<file path="src/rtl/act_tile_loader_if.sv">
// Activation stream (DMA -> loader) and SRAM row-write port bundle for act_tile_loader.
interface act_tile_loader_if #(
  parameter int TM         = 16,
  parameter int ADDR_WIDTH = 7,
  parameter int IN_W       = 32
);
  logic                  s_valid;
  logic                  s_ready;
  logic [IN_W-1:0]       s_data;
  logic                  s_last;
  logic                  we;
  logic [ADDR_WIDTH-1:0] waddr;
  logic [TM*8-1:0]       wdata;
  logic                  bank_sel_wr;

  // slave: the loader itself; master: the DMA source plus SRAM sink around it
  modport slave  (input  s_valid, s_data, s_last,
                  output s_ready, we, waddr, wdata, bank_sel_wr);
  modport master (output s_valid, s_data, s_last,
                  input  s_ready, we, waddr, wdata, bank_sel_wr);
endinterface

</file>
<file path="src/rtl/act_tile_loader.sv">
// Packs IN_W-bit activation beats into TM*8-bit rows and writes whole tiles into
// the free bank of a ping/pong activation SRAM, tracking bank ownership.
module act_tile_loader #(
  parameter int TM         = 16,
  parameter int ADDR_WIDTH = 7,
  parameter int IN_W       = 32
) (
  input  logic                  clk,
  input  logic                  rst_n,
  input  logic                  start,
  input  logic [ADDR_WIDTH:0]   cfg_rows,
  output logic                  busy,
  act_tile_loader_if.slave      bus,
  input  logic                  bank_release,
  input  logic                  release_bank,
  output logic [1:0]            bank_full,
  output logic                  tile_done,
  output logic [ADDR_WIDTH:0]   tile_rows,
  output logic                  err_len
);
  localparam int ROW_W = TM * 8;
  localparam int BEATS = ROW_W / IN_W;
  localparam int BW    = (BEATS > 1) ? $clog2(BEATS) : 1;
  localparam logic [ADDR_WIDTH:0] MAX_ROWS = {1'b1, {ADDR_WIDTH{1'b0}}};

  if ((ROW_W % IN_W) != 0) begin : g_bad_width
    $fatal(1, "act_tile_loader: TM*8 must be an integer multiple of IN_W");
  end

  localparam logic [1:0] ST_IDLE      = 2'd0;
  localparam logic [1:0] ST_WAIT_BANK = 2'd1;
  localparam logic [1:0] ST_FILL      = 2'd2;
  localparam logic [1:0] ST_DONE      = 2'd3;

  logic [1:0]          state;
  logic                wr_bank;
  logic [ADDR_WIDTH:0] row_cnt;
  logic [ADDR_WIDTH:0] rows_target;
  logic [ADDR_WIDTH:0] cfg_clamped;
  logic [BW-1:0]       beat_cnt;
  logic [ROW_W-1:0]    row_buf;
  logic [ROW_W-1:0]    row_next;
  logic [1:0]          full_next;
  logic                beat_ok;
  logic                row_end;
  logic                last_row;
  logic                tile_end;

  // row_buf is cleared after every row, so lanes above the current beat are already zero-padded
  always_comb begin
    beat_ok     = (state == ST_FILL) && bus.s_valid && bus.s_ready;
    row_end     = beat_ok && ((beat_cnt == BW'(BEATS - 1)) || bus.s_last);
    last_row    = (row_cnt == rows_target - 1'b1);
    tile_end    = row_end && (last_row || bus.s_last);
    row_next    = row_buf;
    row_next[int'(beat_cnt) * IN_W +: IN_W] = bus.s_data;
    cfg_clamped = ((cfg_rows == '0) || (cfg_rows > MAX_ROWS)) ? MAX_ROWS : cfg_rows;
  end

  // Set is applied after release so a coincident release of the bank being filled loses
  always_comb begin
    full_next = bank_full;
    if (bank_release)
      full_next[release_bank] = 1'b0;
    if (state == ST_DONE)
      full_next[wr_bank] = 1'b1;
  end

  always_ff @(posedge clk or negedge rst_n) begin
    if (!rst_n) begin
      state           <= ST_IDLE;
      wr_bank         <= 1'b0;
      row_cnt         <= '0;
      rows_target     <= '0;
      beat_cnt        <= '0;
      row_buf         <= '0;
      busy            <= 1'b0;
      bus.s_ready     <= 1'b0;
      bus.we          <= 1'b0;
      bus.waddr       <= '0;
      bus.wdata       <= '0;
      bus.bank_sel_wr <= 1'b0;
      bank_full       <= 2'b00;
      tile_done       <= 1'b0;
      tile_rows       <= '0;
      err_len         <= 1'b0;
    end else begin
      bank_full <= full_next;
      bus.we    <= 1'b0;
      tile_done <= 1'b0;
      case (state)
        ST_IDLE: begin
          if (start) begin
            rows_target <= cfg_clamped;
            row_cnt     <= '0;
            beat_cnt    <= '0;
            row_buf     <= '0;
            err_len     <= 1'b0;
            busy        <= 1'b1;
            if (!bank_full[wr_bank]) begin
              state       <= ST_FILL;
              bus.s_ready <= 1'b1;
            end else begin
              state <= ST_WAIT_BANK;
            end
          end
        end
        ST_WAIT_BANK: begin
          if (!bank_full[wr_bank]) begin
            state       <= ST_FILL;
            bus.s_ready <= 1'b1;
          end
        end
        ST_FILL: begin
          if (beat_ok) begin
            if (row_end) begin
              bus.we          <= 1'b1;
              bus.waddr       <= row_cnt[ADDR_WIDTH-1:0];
              bus.wdata       <= row_next;
              bus.bank_sel_wr <= wr_bank;
              row_buf         <= '0;
              beat_cnt        <= '0;
              row_cnt         <= row_cnt + 1'b1;
            end else begin
              row_buf  <= row_next;
              beat_cnt <= beat_cnt + 1'b1;
            end
            if (tile_end) begin
              state       <= ST_DONE;
              bus.s_ready <= 1'b0;
              tile_done   <= 1'b1;
              tile_rows   <= row_cnt + 1'b1;
              err_len     <= bus.s_last ? !last_row : 1'b1;
            end
          end
        end
        ST_DONE: begin
          wr_bank <= ~wr_bank;
          busy    <= 1'b0;
          state   <= ST_IDLE;
        end
        default: state <= ST_IDLE;
      endcase
    end
  end
endmodule

</file>
<file path="src/flat_wrapper.sv">
// flat-port wrapper written by rule: the top's interface ports become plain ports
module act_tile_loader_flat 
#(
  parameter int TM         = 16,
  parameter int ADDR_WIDTH = 7,
  parameter int IN_W       = 32
)
  (clk, rst_n, start, cfg_rows, busy, bank_release, release_bank, bank_full, tile_done, tile_rows, err_len, bus_s_valid, bus_s_data, bus_s_last, bus_s_ready, bus_we, bus_waddr, bus_wdata, bus_bank_sel_wr);
  act_tile_loader_if #(.TM(TM), .ADDR_WIDTH(ADDR_WIDTH), .IN_W(IN_W)) bus_i ();
  input  logic clk;
  input  logic rst_n;
  input  logic start;
  input  logic [ADDR_WIDTH:0] cfg_rows;
  output logic busy;
  input  logic bank_release;
  input  logic release_bank;
  output logic [1:0] bank_full;
  output logic tile_done;
  output logic [ADDR_WIDTH:0] tile_rows;
  output logic err_len;
  input wire logic [$bits(bus_i.s_valid)-1:0] bus_s_valid;
  input wire logic [$bits(bus_i.s_data)-1:0] bus_s_data;
  input wire logic [$bits(bus_i.s_last)-1:0] bus_s_last;
  output wire logic [$bits(bus_i.s_ready)-1:0] bus_s_ready;
  output wire logic [$bits(bus_i.we)-1:0] bus_we;
  output wire logic [$bits(bus_i.waddr)-1:0] bus_waddr;
  output wire logic [$bits(bus_i.wdata)-1:0] bus_wdata;
  output wire logic [$bits(bus_i.bank_sel_wr)-1:0] bus_bank_sel_wr;
  assign bus_i.s_valid = bus_s_valid;
  assign bus_i.s_data = bus_s_data;
  assign bus_i.s_last = bus_s_last;
  assign bus_s_ready = bus_i.s_ready;
  assign bus_we = bus_i.we;
  assign bus_waddr = bus_i.waddr;
  assign bus_wdata = bus_i.wdata;
  assign bus_bank_sel_wr = bus_i.bank_sel_wr;
  act_tile_loader #(.TM(TM), .ADDR_WIDTH(ADDR_WIDTH), .IN_W(IN_W)) u_core (.clk(clk), .rst_n(rst_n), .start(start), .cfg_rows(cfg_rows), .busy(busy), .bus(bus_i), .bank_release(bank_release), .release_bank(release_bank), .bank_full(bank_full), .tile_done(tile_done), .tile_rows(tile_rows), .err_len(err_len));
endmodule
</file>
<file path="config.mk">
export PLATFORM = sky130hd
export DESIGN_NAME = act_tile_loader_flat
export DESIGN_NICKNAME = d
export VERILOG_FILES = /design/src/rtl/act_tile_loader_if.sv /design/src/rtl/act_tile_loader.sv /design/src/flat_wrapper.sv
export SDC_FILE = /design/constraint.sdc
export NUM_CORES = 1
export LEC_CHECK = 0
export ABC_AREA = 1
export CAP_MARGIN = 20
export CORE_MARGIN = 5
export CORE_UTILIZATION = 42
export DETAILED_ROUTE_END_ITERATION = 8
export GPL_TIMING_DRIVEN = 0
export SLEW_MARGIN = 10
export SYNTH_ARGS = -nofsm -noshare
export SYNTH_HDL_FRONTEND = slang
export SYNTH_SLANG_ARGS = --single-unit
</file>
<file path="constraint.sdc">
create_clock -name clk -period 2.18 [get_ports clk]
set_input_delay 0.218 -clock clk [delete_from_list [all_inputs] [get_ports clk]]
set_output_delay 0.218 -clock clk [all_outputs]
set_load 0.02 [all_outputs]
</file>
Yosys cells after proc, flatten, opt, wreduce, memory -nomap -nowiden. Index checks and enable logic that the tools add are counted. Widths: inputs -> output; s select.

Flip-flop bits (word level): 300. Input port bits: 47.

$add $sub $neg: 4. Order comparisons: 5. Eq/ne operators: 10. Shifts and indexed selects: 2. Mux-type cells: 46. Bitwise gates (word level): 4. Reduce and logical (&&, ||, !) cells: 24.

Operators with widths (count): $mux 128 (3); $pmux 128 s2 (1); $bwmux 128 (1); $shift 32x33->128 const A (1); $shiftx 32x33->128 (1); $neg 7->33 (1); $mux 8 (4); $mux 2 (10); $mux 1 (19); $pmux 8 s2 (1); $reduce_and 4->1 (4); $reduce_and 3->1 (3); $add 8x1->8 const B (1); $eq 8x8->1 (1); $gt 8x8->1 const B (1); $logic_not 8->1 (1); $pmux 2 s4 (1); $sub 8x1->8 const B (1); $eq 2x2->1 const B (3); $logic_and 1x1->1 (6); $ne 2x1->1 const B (3); $lt 1x2->1 const B (2); $ne 2x2->1 const B (2); $pmux 1 s2 (2); 16 further kinds (22).

Depth between registers and ports, before layout. Gate-level depths: netlist of run 1.

Depth in word-level cells: 9. Depth in mapped cells: 16.

Worst setup path after synthesis of run 1. OpenSTA, ideal clock, no wires.

Path kind: flip-flop to flip-flop. Start: register u_core.state[0]. End: register u_core.row_buf[100]. Setup time: 0.123 ns. Data arrival time: 1.750 ns. Setup slack: 0.307 ns. Stages on the path, launching flop included: 15. Path buffers: 3. Clock period less this slack: 1.873 ns. Cells stage by stage: dfrtp_1 inv_1 ha_1 buf_4 nand3_4 inv_2 o21ai_2 inv_2 nor2_2 nand2_2 clkinv_2 buf_6 buf_6 nand2_1 o21ai_2.

Cells in the longest elaborated chain, start to end: 7. Elaborated cells on any way between the ends: 12.

Ends and longest elaborated chain: start: declaration (RTL line act_tile_loader.sv:35) `logic [1:0] state;`; start signal: assignment (RTL line act_tile_loader.sv:71) `state <= ST_IDLE;`; start signal: assignment (RTL line act_tile_loader.sv:101) `state <= ST_FILL;`; start signal: assignment (RTL line act_tile_loader.sv:104) `state <= ST_WAIT_BANK;`; $eq 2x2->1 (RTL line act_tile_loader.sv:51, act_tile_loader.sv:91); $logic_and 1x1->1 (2 in a row) (RTL line act_tile_loader.sv:51) `beat_ok = (state == ST_FILL) && bus.s_valid && bus.s_ready;`; $logic_and 1x1->1 (RTL line act_tile_loader.sv:52) `row_end = beat_ok && ((beat_cnt == BW'(BEATS - 1)) || bus.s_last);`; $mux 128 (RTL line act_tile_loader.sv:116) `if (row_end) begin`; $mux 128 (RTL line act_tile_loader.sv:115) `if (beat_ok) begin`; $pmux 128 s2 (RTL line act_tile_loader.sv:91) `case (state)`; end signal: assignment (RTL line act_tile_loader.sv:125) `row_buf <= row_next;`; end: declaration (RTL line act_tile_loader.sv:41) `logic [ROW_W-1:0] row_buf;`.

Several ways; a longest one is shown, not always the timed one. The select of a mux whose other input is x is not followed. A chain may end at the register's enable or synchronous reset.

Worst setup path in the final report of run 1.
Start: register u_core.state[1]. End: register u_core.row_buf[120].

The elaborated chain is that of the path after synthesis.

==> flow_summary_export.csv, run 1 <==
group,metric,value,unit
synthesis,ys.flop_type,"dfrtp_1",
critical_path,cp.arrival,2.56,ns
timing,layout_min_cycle_time,2.12,ns
timing,setup_tns,0,ns
layout,area_growth,30.2,%
timing,slew_headroom,64.5,%
route,drcViolationCount,0,
floorplan,fp.dieH,188,um
synthesis,synth-edff-count,0,
critical_path,path_max_fanout,10,
timing,hold_violations,0,
route,dr.pass1.iters,5,
synthesis,netlist_instances,1565,
floorplan,core,31500,sq um
synthesis,synth_nets,1623,
synthesis,synth_compound_area_share,15.0,%
layout,stdcell_area,17400,sq um
synthesis,synth-adder-area-share,1.03,%
synthesis,synth-async-reset-ratio,100,%
synthesis,syn_avg_cell_area,8.52,sq um
timing,tightest_slew,0.532,ns
layout,fill_cells,2928,
timing,finClkSkew,0.0172,ns
global_route,grtUsageTotal,22.2,%
cts,clkLatencyLatePin,0.51,ns
cts,cts_htree_levels,2,
synthesis,synth.distinct_cells,29,
timing,fin_crit_sh,97.2,%
synthesis,yosys.area_share.simple,17.3,%
route,routed.top_layer,"met4",
floorplan,die-width,188,um
placed_design,port_buffers,197,
global_route,first_global_vias,11100,
flow_run,maxCapViolCount,0,
run_status,outcome,"finished clean",
synthesis,yosysWarningCount,0,
route,drtIter0Drc,938,
power,power_density,1190,nW/um^2
synthesis,yosysMostFrequentCell,"nand2_1",
global_route,grt_pass1_wl,63100,um
cts,ctsLongestPathBuffers,3,
cts,clock-sinks,300,
floorplan,fp.dieArea,35400,sq um
route,route.met2.wl,18200,um
power,ir_drop,0.747,mV
placed_design,gp_congestion,0.936,
route,vias_per_cell,5.15,
cts,cts_buffers,34,
placed_design,placed_area,15900,sq um
synthesis,synth_xor_area_share,0.854,%
route,detail_route.wl_per_cell,18.0,um
timing,setup_viol,0,
layout,final_nets,1876,
synthesis,post-synth-top-area-fraction,56.3,%
critical_path,crit_type,"flop to flop",
global_route,antenna_found_initial,0,
timing,drv_slew,0,
floorplan,initial_utilization,42.3,%
layout,drive_gt1_share,11.2,%
critical_path,r2r_slack,0.06,ns
power,leakage,0.00821,uW
critical_path,critPathRequiredTime,2.62,ns
synthesis,synth.cell_area,13300,sq um
synthesis,synthTopCellsByArea,"dfrtp_1 (56%), nand2_1 (15%), o22ai_1 (7.5%), inv_1 (6.2%), o21ai_0 (3.8%)",
layout,antenna_cells,0,
critical_path,cp-start-kind,"flop",
global_route,globalRouteOverflowTotal,0,
critical_path,reg2reg_depth,13,
critical_path,critPathCaptureType,"flop",
route,wl_met3,2430,um
floorplan,io_pins,198,
synthesis,synth_seq_area_share,56.3,%
route,antenna_left,0,
cts,cts_tree,"yes",
synthesis,synth_top_area_cell,"dfrtp_1",
route,wl,40300,um
synthesis,synth-seq-cells,300,
cts,root_buffer,"clkbuf_16",
critical_path,r2r_start,"u_core.state[1]",
placed_design,dp_hpwl,29300,um
route,via_count,11500,
min_path,hold_path_class,"primary input to asynchronous set/reset pin",
synthesis,synth_common_cells,"nand2_1 (545), dfrtp_1 (300), inv_1 (221), o22ai_1 (160), o21ai_0 (100)",
critical_path,reg2reg_to,"u_core.row_buf[120]",
synthesis,synthMuxAreaShare,0,%
floorplan,num_rows,65,
synthesis,synth_top_family_by_area,"simple AND/OR/NAND/NOR gates",
global_route,grt_max_degree,89,
timing,max_clock_freq,472,MHz
cts,clk_pin_slew,0.06,ns
route,drt-met1-wl,18000,um
==> layout by cell type (no fill, tap or decap), types with 15 or more instances in the layout <==
cell type        netlist  final
clkbuf_1              60     27
buf_4                  1     23
clkbuf_2               0     24
clkbuf_16              0     37
clkdlybuf4s50_1        0    196
o21ai_2               41     40
nand3_1               19     17
nor2_1                25     24
o21ai_1               13     15
o22ai_1              160    157
inv_1                221    217
nand2_1              545    543
o21ai_0              100     98
dfrtp_1              300    300
==> kinds of logic (layout without fill, tap and decap cells) <==
group,count (synthesis),after routing
xor gates and xnor gates,13,13
DFF,300,300
and+or+nand+nor,599,599
AOI/OAI and AO/OA,324,324
buffers and inverters,318,589
adders and majority gates,11,11
==> layout make-up <==
cell class,count,area (sq um),area share (%)
repair buffers,221,2260,13.0
inverters,226,863,4.97
clock inverters,9,80.1,0.461
well taps,402,503,2.90
multi-input cells,947,4630,26.7
clock buffers,45,973,5.61
plain buffers,88,538,3.10
flip-flops and latches,300,7510,43.2
==> worst max-delay path, cell delays in order, from the launching register on <==
cell and delay, ns:
dfrtp_1 0.39, inv_1 0.10, ha_1 0.24, inv_2 0.13, nor2_1 0.08, a21oi_2 0.12
inv_2 0.06, a21oi_4 0.21, nand2_4 0.15, clkinv_8 0.12, buf_12 0.14, buf_6 0.14
nand2_1 0.07, o21ai_2 0.06
==> through the flow <==
stage / power [uW] / util (%) / instances / setup WS, ns / hold WS, ns
floorplan: 11400 / - / 1565 / 0.307 / -0.0776
detailed placement: 14500 / 50.5 / 2167 / -0.580 / 0.187
CTS: 20300 / 54.3 / 2226 / 0.00772 / 0.239
global placement: 14400 / 50.2 / 2164 / -12.49 / 0.463
finish: 20600 / 55.2 / 2238 / 0.0619 / 0.211
global route: 21700 / 55.2 / 2238 / -0.0292 / 0.267
==> where the power goes <==
| group | switching [uW] | leakage (uW) | internal, uW | total [uW] |
|---|---|---|---|---|
| clock network | 2270 | 0.000527 | 3240 | 5510 |
| registers | 573 | 0.00412 | 6490 | 7060 |
| logic | 4960 | 0.00356 | 3030 | 8000 |
| total | 7810 | 0.00821 | 12800 | 20600 |
==> flip-flops by register name, summed over array words and instances (netlist names) <==
register / cells
u_core.wr_bank: 1
u_core.tile_done: 1
u_core.bus.waddr: 7
u_core.bus.we: 1
u_core.state: 2
u_core.bank_full: 2
u_core.tile_rows: 8
u_core.bus.bank_sel_wr: 1
u_core.row_cnt: 8
u_core.err_len: 1
u_core.bus.s_ready: 1
u_core.rows_target: 8
u_core.busy: 1
u_core.row_buf: 128
u_core.beat_cnt: 2
u_core.bus.wdata: 128
==> worst max path at each step <==
stage                            start                    to  cells past startpoint
finish                 u_core.state[1]   u_core.row_buf[120]                     13
global route           u_core.state[0]   u_core.row_buf[117]                     13
CTS                    u_core.state[0]   u_core.row_buf[127]                     10
detailed placement  u_core.beat_cnt[0]   u_core.bus.waddr[4]                      6
global placement                 rst_n  u_core.bus.wdata[51]                      1
floorplan              u_core.state[0]   u_core.row_buf[100]                     14
==> timing repair <==
action,CTS,global route
pin swaps,3,4
hold buffers,1,0
gates cloned,0,3
endpoints found under the hold margin,60,0
resized for setup,46,65
setup endpoints to repair,287,256
setup buffers,7,10
==> layer usage <==
metal | vias up | GRT usage, %
li1 | 5486 | -
met1 | 5604 | 31.2
met2 | 342 | 34.1
met3 | 86 | 4.32
met4 | 0 | 8.70
met5 | - | 0
No activity file was read; power rests on OpenSTA's default activity.
==> inputs of run 2 (changes only) <==
--- a/config.mk
+++ b/config.mk
@@ -11,6 +11,7 @@
 export CORE_UTILIZATION = 42
 export DETAILED_ROUTE_END_ITERATION = 8
 export GPL_TIMING_DRIVEN = 0
+export RECOVER_POWER = 25
 export SLEW_MARGIN = 10
 export SYNTH_ARGS = -nofsm -noshare
 export SYNTH_HDL_FRONTEND = slang
==> flow_summary_export.csv, run 2 (synthesized netlist as in run 1, its figures left out) <==
group,metric,value,unit
run_status,outcome,"finished clean",
cts,clock-sinks,300,
power,p_switching,7790,uW
critical_path,path_max_fanout,10,
timing,fin_crit_sh,96.5,%
timing,max_clock_freq,476,MHz
timing,setup_viol,0,
timing,drv_slew,0,
critical_path,crit_chain,"inv_1, ha_1, inv_2, nor2_1, a21oi_2, inv_2, a21oi_4, nand2_4, clkinv_8, buf_12, buf_6, nand2_1, o21ai_2",
critical_path,critPathRequiredTime,2.62,ns
cts,cts_tree,"yes",
global_route,gr-usage-met1,31.2,%
placed_design,gp_congestion,0.936,
floorplan,io_pins,198,
power,internal_power,12800,uW
timing,layout_min_cycle_time,2.10,ns
layout,drive_gt1_share,11.2,%
global_route,antenna_found_initial,0,
route,via_count,11500,
floorplan,die-width,188,um
global_route,grt.busiest_layer,"met2",
global_route,met2_usage,34.1,%
power,pwr-share-seq,34.4,%
layout,antenna_cells,0,
floorplan,num_rows,65,
timing,setup_tns,0,ns
global_route,globalRouteOverflowTotal,0,
route,drcViolationCount,0,
critical_path,cp.arrival,2.54,ns
global_route,first_global_vias,11100,
route,wl,40200,um
global_route,grtUsageTotal,22.2,%
timing,setup_slack,0.0770,ns
route,antenna_left,0,
cts,ctsLongestPathBuffers,3,
critical_path,path_common_cell,"inv_2",
placed_design,placed_area,15900,sq um
floorplan,initial_utilization,42.3,%
placed_design,port_buffers,197,
layout,regArea,7510,sq um
layout,layout_commonest_cell,"nand2_1",
layout,fill_cells,2931,
placed_design,dp_hpwl,29300,um
critical_path,r2r_start,"u_core.state[1]",
cts,clk_pin_slew,0.06,ns
floorplan,fp.dieH,188,um
min_path,hold_path_class,"primary input to asynchronous set/reset pin",
critical_path,cp-start-kind,"flop",
flow_run,maxCapViolCount,0,
critical_path,critPathCaptureType,"flop",
critical_path,cp_slowest_cell,"dfrtp_1",
timing,finClkSkew,0.0164,ns
critical_path,r2r_slack,0.08,ns
layout,multi_input_area,4630,sq um
layout,biggestRegsByFlops,"u_core.bus.wdata (128), u_core.row_buf (128)",
timing,hold_violations,0,
route,detail_route.wl_per_cell,18.0,um
layout,stdcell_area,17300,sq um
placed_design,dp_slack,-0.580,ns
floorplan,core,31500,sq um
timing,hold_slack,0.205,ns
critical_path,reg2reg_to,"u_core.row_buf[120]",
cts,clkLatencyLatePin,0.51,ns
power,ir_drop,0.748,mV
route,dr.pass1.iters,6,
critical_path,cpPeakStageDelay,0.39,ns
cts,cts_htree_levels,2,
power,leakage,0.00819,uW
layout,layout_common_cells,"nand2_1 (543), dfrtp_1 (300), inv_1 (217)",
power,p_clk_share,26.8,%
power,power_density,1190,nW/um^2
power,comb_power_share,38.8,%
floorplan,fp.dieArea,35400,sq um
global_route,grt_pass1_wl,63100,um
global_route,grt_max_degree,89,
power,swShare,37.9,%
global_route,use_met3,4.32,%
critical_path,reg2reg_depth,13,
critical_path,crit_type,"flop to flop",
route,vias_per_cell,5.13,
timing,slew_headroom,46.4,%
timing,tightest_slew,0.803,ns
cts,root_buffer,"clkbuf_16",
layout,area_growth,30.0,%
route,drtIter0Drc,935,
layout,final_nets,1876,
cts,cts_buffers,34,
run 2: worst max path at each step:
stage	cells after the start	start	to
CTS	10	u_core.state[0]	u_core.row_buf[127]
global route	13	u_core.state[0]	u_core.row_buf[117]
global placement	1	rst_n	u_core.bus.wdata[51]
floorplan	14	u_core.state[0]	u_core.row_buf[100]
detailed placement	6	u_core.beat_cnt[0]	u_core.bus.waddr[4]
finish	13	u_core.state[1]	u_core.row_buf[120]
run 2: layer usage:
metal  up-vias  routed length, um
met5         -                  0
met1      5531              17700
met4         0               1750
met3        94               2610
met2       366              18200
li1       5482                  -
run 2: cell type report:
| class | count | share of cell area [%] |
|---|---|---|
| flip-flops and latches | 300 | 43.3 |
| clock buffers | 45 | 5.62 |
| well taps | 402 | 2.90 |
| plain buffers | 88 | 3.11 |
| multi-input cells | 947 | 26.7 |
| repair buffers | 221 | 12.9 |
| clock inverters | 9 | 0.462 |
| inverters | 226 | 4.98 |
run 2: critical path, delay by kind of cell, from the launching register on:
family,cells,cell delay (ns)
AOI/OAI and AO/OA,3,0.38
and+or+nand+nor,3,0.30
buffers and inverters,6,0.69
DFF,1,0.39
adders and majority gates,1,0.24
run 2: through the flow:
stage / total power, uW / utilization [%] / std cells
3_3_place_gp: 14400 / 50.2 / 2164
2_1_floorplan: 11400 / - / 1565
4_1_cts: 20300 / 54.3 / 2226
5_1_grt: 21700 / 55.1 / 2238
3_5_place_dp: 14500 / 50.5 / 2167
6_report: 20500 / 55.1 / 2238
run 2: power by group through the flow:
stage	registers, uW	logic (uW)	clock network [uW]
floorplan	7860	3530	0
global placement	7170	7250	0
detailed placement	7160	7340	0
CTS	7080	7570	5630
global route	7180	8660	5870
finish	7060	7970	5510
run 2: what timing repair did:
item	in CTS	in global routing
setup endpoints to repair	287	256
endpoints found under the hold margin	60	0
pin swaps	3	4
hold buffers	1	0
buffers inserted	7	10
gates cloned	0	3
resized for setup	46	65
